$ cat src/rtl/return_addr_stack_if.sv
// Frontend <-> return-address-stack connection: call/return controls in, prediction out.
// The frontend drives through the master modport; the stack itself uses slave.
interface return_addr_stack_if #(
    parameter int DEPTH = 4,
    parameter int VLEN  = 64
);
    localparam int CNT_W = $clog2(DEPTH) + 1;

    logic             flush_i;
    logic             push_i;
    logic             pop_i;
    logic [VLEN-1:0]  pc_i;
    logic             is_rvc_i;
    logic             checkpoint_i;
    logic             restore_i;
    logic             ras_valid_o;
    logic [VLEN-1:0]  ras_addr_o;
    logic [CNT_W-1:0] count_o;
    logic             overflow_o;

    modport master (
        output flush_i, push_i, pop_i, pc_i, is_rvc_i, checkpoint_i, restore_i,
        input  ras_valid_o, ras_addr_o, count_o, overflow_o
    );

    modport slave (
        input  flush_i, push_i, pop_i, pc_i, is_rvc_i, checkpoint_i, restore_i,
        output ras_valid_o, ras_addr_o, count_o, overflow_o
    );
endinterface

$ cat src/rtl/return_addr_stack.sv
// Circular return-address stack that pushes link addresses on calls and predicts on returns.
// A single checkpoint of tos/count/top lets the frontend undo speculative updates.
module return_addr_stack #(
    parameter int DEPTH = 4,
    parameter int VLEN  = 64
) (
    input  logic                clk_i,
    input  logic                rst_i,
    return_addr_stack_if.slave  ras
);
    localparam int PTR_W = $clog2(DEPTH);
    localparam int CNT_W = PTR_W + 1;

    logic [VLEN-1:0]  entries [DEPTH];
    logic [PTR_W-1:0] tos;
    logic [CNT_W-1:0] count;
    logic             overflow_q;
    logic [PTR_W-1:0] snap_tos;
    logic [CNT_W-1:0] snap_count;
    logic [VLEN-1:0]  snap_top;

    logic [VLEN-1:0]  link_addr;
    logic [PTR_W-1:0] tos_inc;
    logic [PTR_W-1:0] next_tos;
    logic [CNT_W-1:0] next_count;
    logic [VLEN-1:0]  next_top;
    logic             wr_en;
    logic [PTR_W-1:0] wr_idx;
    logic [VLEN-1:0]  wr_data;
    logic             overflow_next;
    logic             snap_en;

    always_comb begin
        link_addr     = ras.pc_i + (ras.is_rvc_i ? VLEN'(2) : VLEN'(4));
        tos_inc       = tos + PTR_W'(1);
        next_tos      = tos;
        next_count    = count;
        wr_en         = 1'b0;
        wr_idx        = tos;
        wr_data       = link_addr;
        overflow_next = 1'b0;
        snap_en       = 1'b0;

        if (ras.flush_i) begin
            next_tos   = '0;
            next_count = '0;
        end else if (ras.restore_i) begin
            // The top slot may have been clobbered by a speculative push, so rewrite it
            next_tos   = snap_tos;
            next_count = snap_count;
            wr_en      = 1'b1;
            wr_idx     = snap_tos;
            wr_data    = snap_top;
        end else begin
            if (ras.push_i && (!ras.pop_i || count == '0)) begin
                next_tos = tos_inc;
                wr_en    = 1'b1;
                wr_idx   = tos_inc;
                if (count == CNT_W'(DEPTH)) begin
                    overflow_next = 1'b1;
                end else begin
                    next_count = count + CNT_W'(1);
                end
            end else if (ras.push_i && ras.pop_i) begin
                wr_en  = 1'b1;
                wr_idx = tos;
            end else if (ras.pop_i && count != '0) begin
                next_tos   = tos - PTR_W'(1);
                next_count = count - CNT_W'(1);
            end
            snap_en = ras.checkpoint_i;
        end

        // Snapshot sees the post-update top, including a write landing this cycle
        next_top = (wr_en && wr_idx == next_tos) ? wr_data : entries[next_tos];
    end

    always_ff @(posedge clk_i) begin
        if (rst_i) begin
            tos        <= '0;
            count      <= '0;
            overflow_q <= 1'b0;
            snap_tos   <= '0;
            snap_count <= '0;
            snap_top   <= '0;
            for (int i = 0; i < DEPTH; i++) begin
                entries[i] <= '0;
            end
        end else begin
            tos        <= next_tos;
            count      <= next_count;
            overflow_q <= overflow_next;
            if (wr_en) begin
                entries[wr_idx] <= wr_data;
            end
            if (ras.flush_i) begin
                snap_tos   <= '0;
                snap_count <= '0;
            end else if (snap_en) begin
                snap_tos   <= next_tos;
                snap_count <= next_count;
                snap_top   <= next_top;
            end
        end
    end

    assign ras.ras_addr_o  = entries[tos];
    assign ras.ras_valid_o = (count != '0);
    assign ras.count_o     = count;
    assign ras.overflow_o  = overflow_q;
endmodule

$ cat src/flat_wrapper.sv
// flat-port wrapper written by rule: the top's interface ports become plain ports
module return_addr_stack_flat 
#(
    parameter int DEPTH = 4,
    parameter int VLEN  = 64
)
  (clk_i, rst_i, ras_flush_i, ras_push_i, ras_pop_i, ras_pc_i, ras_is_rvc_i, ras_checkpoint_i, ras_restore_i, ras_ras_valid_o, ras_ras_addr_o, ras_count_o, ras_overflow_o);
  return_addr_stack_if #(.DEPTH(DEPTH), .VLEN(VLEN)) ras_i ();
  input  logic clk_i;
  input  logic rst_i;
  input wire logic [$bits(ras_i.flush_i)-1:0] ras_flush_i;
  input wire logic [$bits(ras_i.push_i)-1:0] ras_push_i;
  input wire logic [$bits(ras_i.pop_i)-1:0] ras_pop_i;
  input wire logic [$bits(ras_i.pc_i)-1:0] ras_pc_i;
  input wire logic [$bits(ras_i.is_rvc_i)-1:0] ras_is_rvc_i;
  input wire logic [$bits(ras_i.checkpoint_i)-1:0] ras_checkpoint_i;
  input wire logic [$bits(ras_i.restore_i)-1:0] ras_restore_i;
  output wire logic [$bits(ras_i.ras_valid_o)-1:0] ras_ras_valid_o;
  output wire logic [$bits(ras_i.ras_addr_o)-1:0] ras_ras_addr_o;
  output wire logic [$bits(ras_i.count_o)-1:0] ras_count_o;
  output wire logic [$bits(ras_i.overflow_o)-1:0] ras_overflow_o;
  assign ras_i.flush_i = ras_flush_i;
  assign ras_i.push_i = ras_push_i;
  assign ras_i.pop_i = ras_pop_i;
  assign ras_i.pc_i = ras_pc_i;
  assign ras_i.is_rvc_i = ras_is_rvc_i;
  assign ras_i.checkpoint_i = ras_checkpoint_i;
  assign ras_i.restore_i = ras_restore_i;
  assign ras_ras_valid_o = ras_i.ras_valid_o;
  assign ras_ras_addr_o = ras_i.ras_addr_o;
  assign ras_count_o = ras_i.count_o;
  assign ras_overflow_o = ras_i.overflow_o;
  return_addr_stack #(.DEPTH(DEPTH), .VLEN(VLEN)) u_core (.clk_i(clk_i), .rst_i(rst_i), .ras(ras_i));
endmodule
$ cat config.mk
export PLATFORM = sky130hd
export DESIGN_NAME = return_addr_stack_flat
export DESIGN_NICKNAME = d
export VERILOG_FILES = /design/src/rtl/return_addr_stack_if.sv /design/src/rtl/return_addr_stack.sv /design/src/flat_wrapper.sv
export SDC_FILE = /design/constraint.sdc
export NUM_CORES = 1
export LEC_CHECK = 0
export BUFFER_PORTS_ARGS = -buffer_cell sky130_fd_sc_hd__clkbuf_2
export CORE_MARGIN = 2
export CORE_UTILIZATION = 29
export DETAILED_ROUTE_END_ITERATION = 10
export PLACE_DENSITY = 0.53
export SYNTH_ARGS = -nofsm -noshare
export SYNTH_HDL_FRONTEND = slang
export SYNTH_SLANG_ARGS = --single-unit
$ cat constraint.sdc
create_clock -name clk_i -period 3.65 [get_ports clk_i]
set_input_delay 0.1825 -clock clk_i [delete_from_list [all_inputs] [get_ports clk_i]]
set_output_delay 0.1825 -clock clk_i [all_outputs]
set_load 0.05 [all_outputs]
Word level (Yosys, flattened, before mapping)
Memory sizes are Yosys's and may differ from the RTL's. A register that Yosys moved wholly into a read port is not among the register bits.
Index checks and enable logic that the tools add are counted.
{"block": "totals", "mem_bits_rw": 256, "ff_bits": 11, "input_bits": 72, "mem_bits_ro": 0, "latchBits": 0, "memories": 1}
{"memory": "u_core.entries", "depth": 4, "word_bits": 64, "read_ports": 2, "rd_ports_with_merged_regs": 2, "wr": 4, "line": "return_addr_stack.sv:14", "source": "logic [VLEN-1:0] entries [DEPTH];"}
{"block": "op_classes", "n_eq_ne": 1, "n_addsub": 5, "n_bitwise": 2, "order_cmp": 0, "mul": 0, "reduce_logical": 11, "mux": 33, "div": 0, "n_shift": 0}
{"cell": "$mux W64", "n": 3}
{"cell": "$add A64 B64 Y64", "n": 1}
{"cell": "$reduce_or A64 Y1", "n": 1}
{"cell": "$mux W3", "n": 7}
{"cell": "$mux W2", "n": 10}
{"cell": "$mux W1", "n": 13}
{"cell": "$reduce_or A4 Y1", "n": 1}
{"cell": "$add A3 B1 Y3 const B", "n": 1}
{"cell": "$eq A3 B3 Y1 const B", "n": 1}
{"cell": "$logic_and A1 B1 Y1", "n": 3}
{"cell": "$logic_not A3 Y1", "n": 1}
{"cell": "$reduce_bool A3 Y1", "n": 1}
{"cell": "$sub A3 B1 Y3 const B", "n": 1}
{"cell": "$add A2 B1 Y2 const B", "n": 1}
{"cell": "$not A1 Y1", "n": 2}
{"cell": "$reduce_and A2 Y1", "n": 1}
{"cell": "$reduce_or A2 Y1", "n": 1}
{"cell": "$sub A2 B1 Y2 const B", "n": 1}
{"cell": "$logic_not A1 Y1", "n": 1}
{"cell": "$logic_or A1 B1 Y1", "n": 1}

Longest topological paths before layout
{"block": "depth", "word_depth": 11, "depth_mapped": 12, "ltp_nobuf": 11}

Least setup slack after synthesis
OpenSTA, ideal clock, no wires.
{"block": "synth_path", "kind": "flip-flop to flip-flop", "start": "register u_core.count[1], in the netlist u_core.ras.count_o[1]", "end": "memory u_core.entries[2][0], enable pin", "required_time_ns": 3.217, "period_less_slack_ns": 4.178, "path_slack_ns": -0.528, "setup_time_ns": 0.433, "t_arrival_ns": 3.745, "path_stages_with_launch": 10, "path_buffers": 0, "path_cell_list": "dfxtp_1 > inv_1 > ha_1 > nor2b_4 > inv_2 > a21oi_1 > xnor2_1 > a211oi_2 > or3_1 > nand2b_1"}
{"element": "start, declared", "line": "return_addr_stack.sv:16", "source": "logic [CNT_W-1:0] count;"}
{"element": "start signal, assigned", "line": "return_addr_stack.sv:91", "source": "count <= next_count;"}
{"element": "end, declared", "line": "return_addr_stack.sv:14"}

==> run summary <==
DR vias/cell: 5.33
Multiplexer area fraction after synthesis: 0.169
Register area share after synthesis: 0.527
Mapped Cells: 1,450
Distinct cells, synth: 60
Worst-skew pair later-pin latency: 560 ps
Gr usage total: 0.173
Worst IR Drop VDD: 269 uV
Antenna Nets Post-Route: 0
Maxcap violations: 0
Post-synth EDFFs: 256
Rel. slew slack: 0.384
Overflow after GRT: 0
Post-Syn Nets: 1,528
DR vias: 12,632
Yosys reg bits: 331
CTS resizes: 0
Die area: 0.0621 sq mm
Worst slack, placed: 373 ps
Antenna Cells: 0
Largest family of logic cells by synthesized area: multiplexers
Placed Instance Area: 0.0192 sq mm
Ys async rst share: 0
Slew Limit Fails: 0
# H-tree levels: 2
Top cells by area, synth: edfxtp_1 44%, mux4_2 16%, dfxtp_1 8.6%
Final GP Congestion: 0.770
Hold slack: 42.3 ps
Top_reg_cell synth: edfxtp_1
DR iter-0 viols: 1,078
Post-DP HPWL: 32,100 microns
Final Util: 0.345
Area growth syn-to-layout: 17.2%
Final instance area: 0.0204 sq mm
Total Neg Setup Slack: 0 ps
Critical Path RT: 3870 ps
Post-CTS setup buffer count: 0
R2r setup slk: 460 ps
Final WS setup: 462 ps
Hold_buf cts: 0
Top cell type's share of synthesized area: 0.441
Synth Area in XOR/XNOR: 0.0281
DR WL/cell: 22.8 microns
Core area: 0.0592 sq mm
Layout Nets: 1,642
CP arrival: 3410 ps
Slew @ Worst Pin: 924 ps
Pwr/cell area: 461 mW/mm^2
Pin count of the biggest net entering global routing: 118
Clock slew seen by the registers of the worst setup and hold paths: 50 ps
Final wirelength: 54,000 microns
Initial Util: 0.294
Area leader, netlist: edfxtp_1
Synth Area in Compound Gates: 0.0774
Port bufs: 140
Cts bufs inserted: 40
Synth warn: 0
# IOs: 141
DRC violations left: 0
DRT Pass-1 Iters: 6
F_max: 314 MHz
Period utilisation layout: 0.873
Initial antenna violation count: 7
Chip Height: 249 microns
Worst Setup Path Type: reg -> reg
Mean area per synthesized cell: 12.0 sq um
Vias in the first global route: 12,716
Hold crit path type: in -> reg
Critical Path Fanout Max: 32
Setup crit end kind: register
Status: complete, no violations
Clk buf depth: 3
Leak Pwr: 7.28 nW
Global-route wire length before repair: 80,700 microns
Post-Synth Adder-Cell Area: 0.00474
Critical path launch point type: register
Final setup vio count: 0
Worst Clk Skew: 25.6 ps
Cell Area, Synth: 0.0174 sq mm
CTS tree: built
Layout cells sized above 1: 0.251
Die W: 249 microns
RSZ-0062 raised after global routing: false
Clk sinks: 331
Final min period: 3190 ps
Simple-gate share of the synthesized area: 0.149
FP Rows: 89
CTS root buf: clkbuf_16
Endpoints failing hold: 0
## cells in the mapped netlist, drive strengths merged, types with 20 or more instances
master	number
nand2	137
nand3	28
clkbuf	53
buf	53
nand4	20
dfxtp	75
o211ai	97
nor2	240
mux4	127
inv	79
xnor2	29
o21ai	38
nand3b	43
xor2	27
edfxtp	256
## path summary, 6_finish.rpt
kind | start | end | cells past startpoint
min reg2reg | u_core.snap_count[0] | u_core.ras.count_o[0] | 2
max | u_core.ras.count_o[1] | u_core.entries[2][56] | 11
min | ras_push_i | u_core.ras.overflow_o | 3
max reg2reg | u_core.ras.count_o[1] | u_core.entries[2][56] | 11
## critical path, stage by stage (launching register included)
cell and delay (ps):
dfxtp_1 360, inv_1 110, ha_1 240, nor2b_4 220, inv_2 90, a211oi_4 380
a22oi_1 110, nor2_1 140, a21oi_1 70, or3_2 490, nand2b_4 320, buf_12 300
## cells in the final DEF, fill, tap and decap left out, drive strengths merged, types with 9 or more instances in the layout
cell,n
a21oi,19
a221o,10
buf,38
clkbuf,193
clkinv,13
dfxtp,75
edfxtp,256
inv,81
mux2i,9
mux4,127
nand2,137
nand3,28
nand3b,43
nand4,20
nor2,240
nor3,19
nor3b,9
nor4,14
o211ai,97
o21ai,38
or3,11
xnor2,29
xor2,27
## where the power goes
group	total (mW)	internal, mW	switching (mW)
clock	3.88	2.25	1.62
sequential	4.32	4.24	0.0823
combinational	1.23	0.407	0.820
## cells by family (layout without fill, tap and decap cells)
group	count (synthesis)	count (layout)
DFF	331	331
adders and majority gates	6	6
and+or+nand+nor	546	546
muxes	136	136
buffers and inverters	186	331
xor gates and xnor gates	56	56
AOI/OAI and AO/OA	189	189
## cell type report
class	instances	area, sq um
Fill cell	5872	38800
Sequential cell	331	9200
Multi-Input combinational cell	933	7530
Timing Repair Buffer	178	1170
Clock buffer	53	1090
Tap cell	773	967
Inverter	80	300
Clock inverter	20	176
## flip-flops by register name, indices dropped and copies added, names as in the netlist
| signal | flops |
|---|---|
| u_core.snap_top | 64 |
| u_core.ras.count_o | 3 |
| u_core.snap_count | 3 |
| u_core.snap_tos | 2 |
| u_core.ras.overflow_o | 1 |
| u_core.entries | 256 |
| u_core.tos | 2 |
## metal layers
layer,part of all wire,global-route usage,vias to the layer above
li1,-,-,5645
met1,0.43,0.229,6453
met2,0.48,0.285,424
met3,0.064,0.0319,96
met4,0.027,0.0552,14
met5,0.0018,0,-
## metrics by stage
stage | std cells | power [mW]
after floorplan | 1450 | 5.20
after global placement | 2295 | 5.62
after detailed placement | 2295 | 5.64
after CTS | 2368 | 9.54
after global routing | 2368 | 9.75
final | 2368 | 9.43
Note: power is estimated with default switching activity, not from simulation.
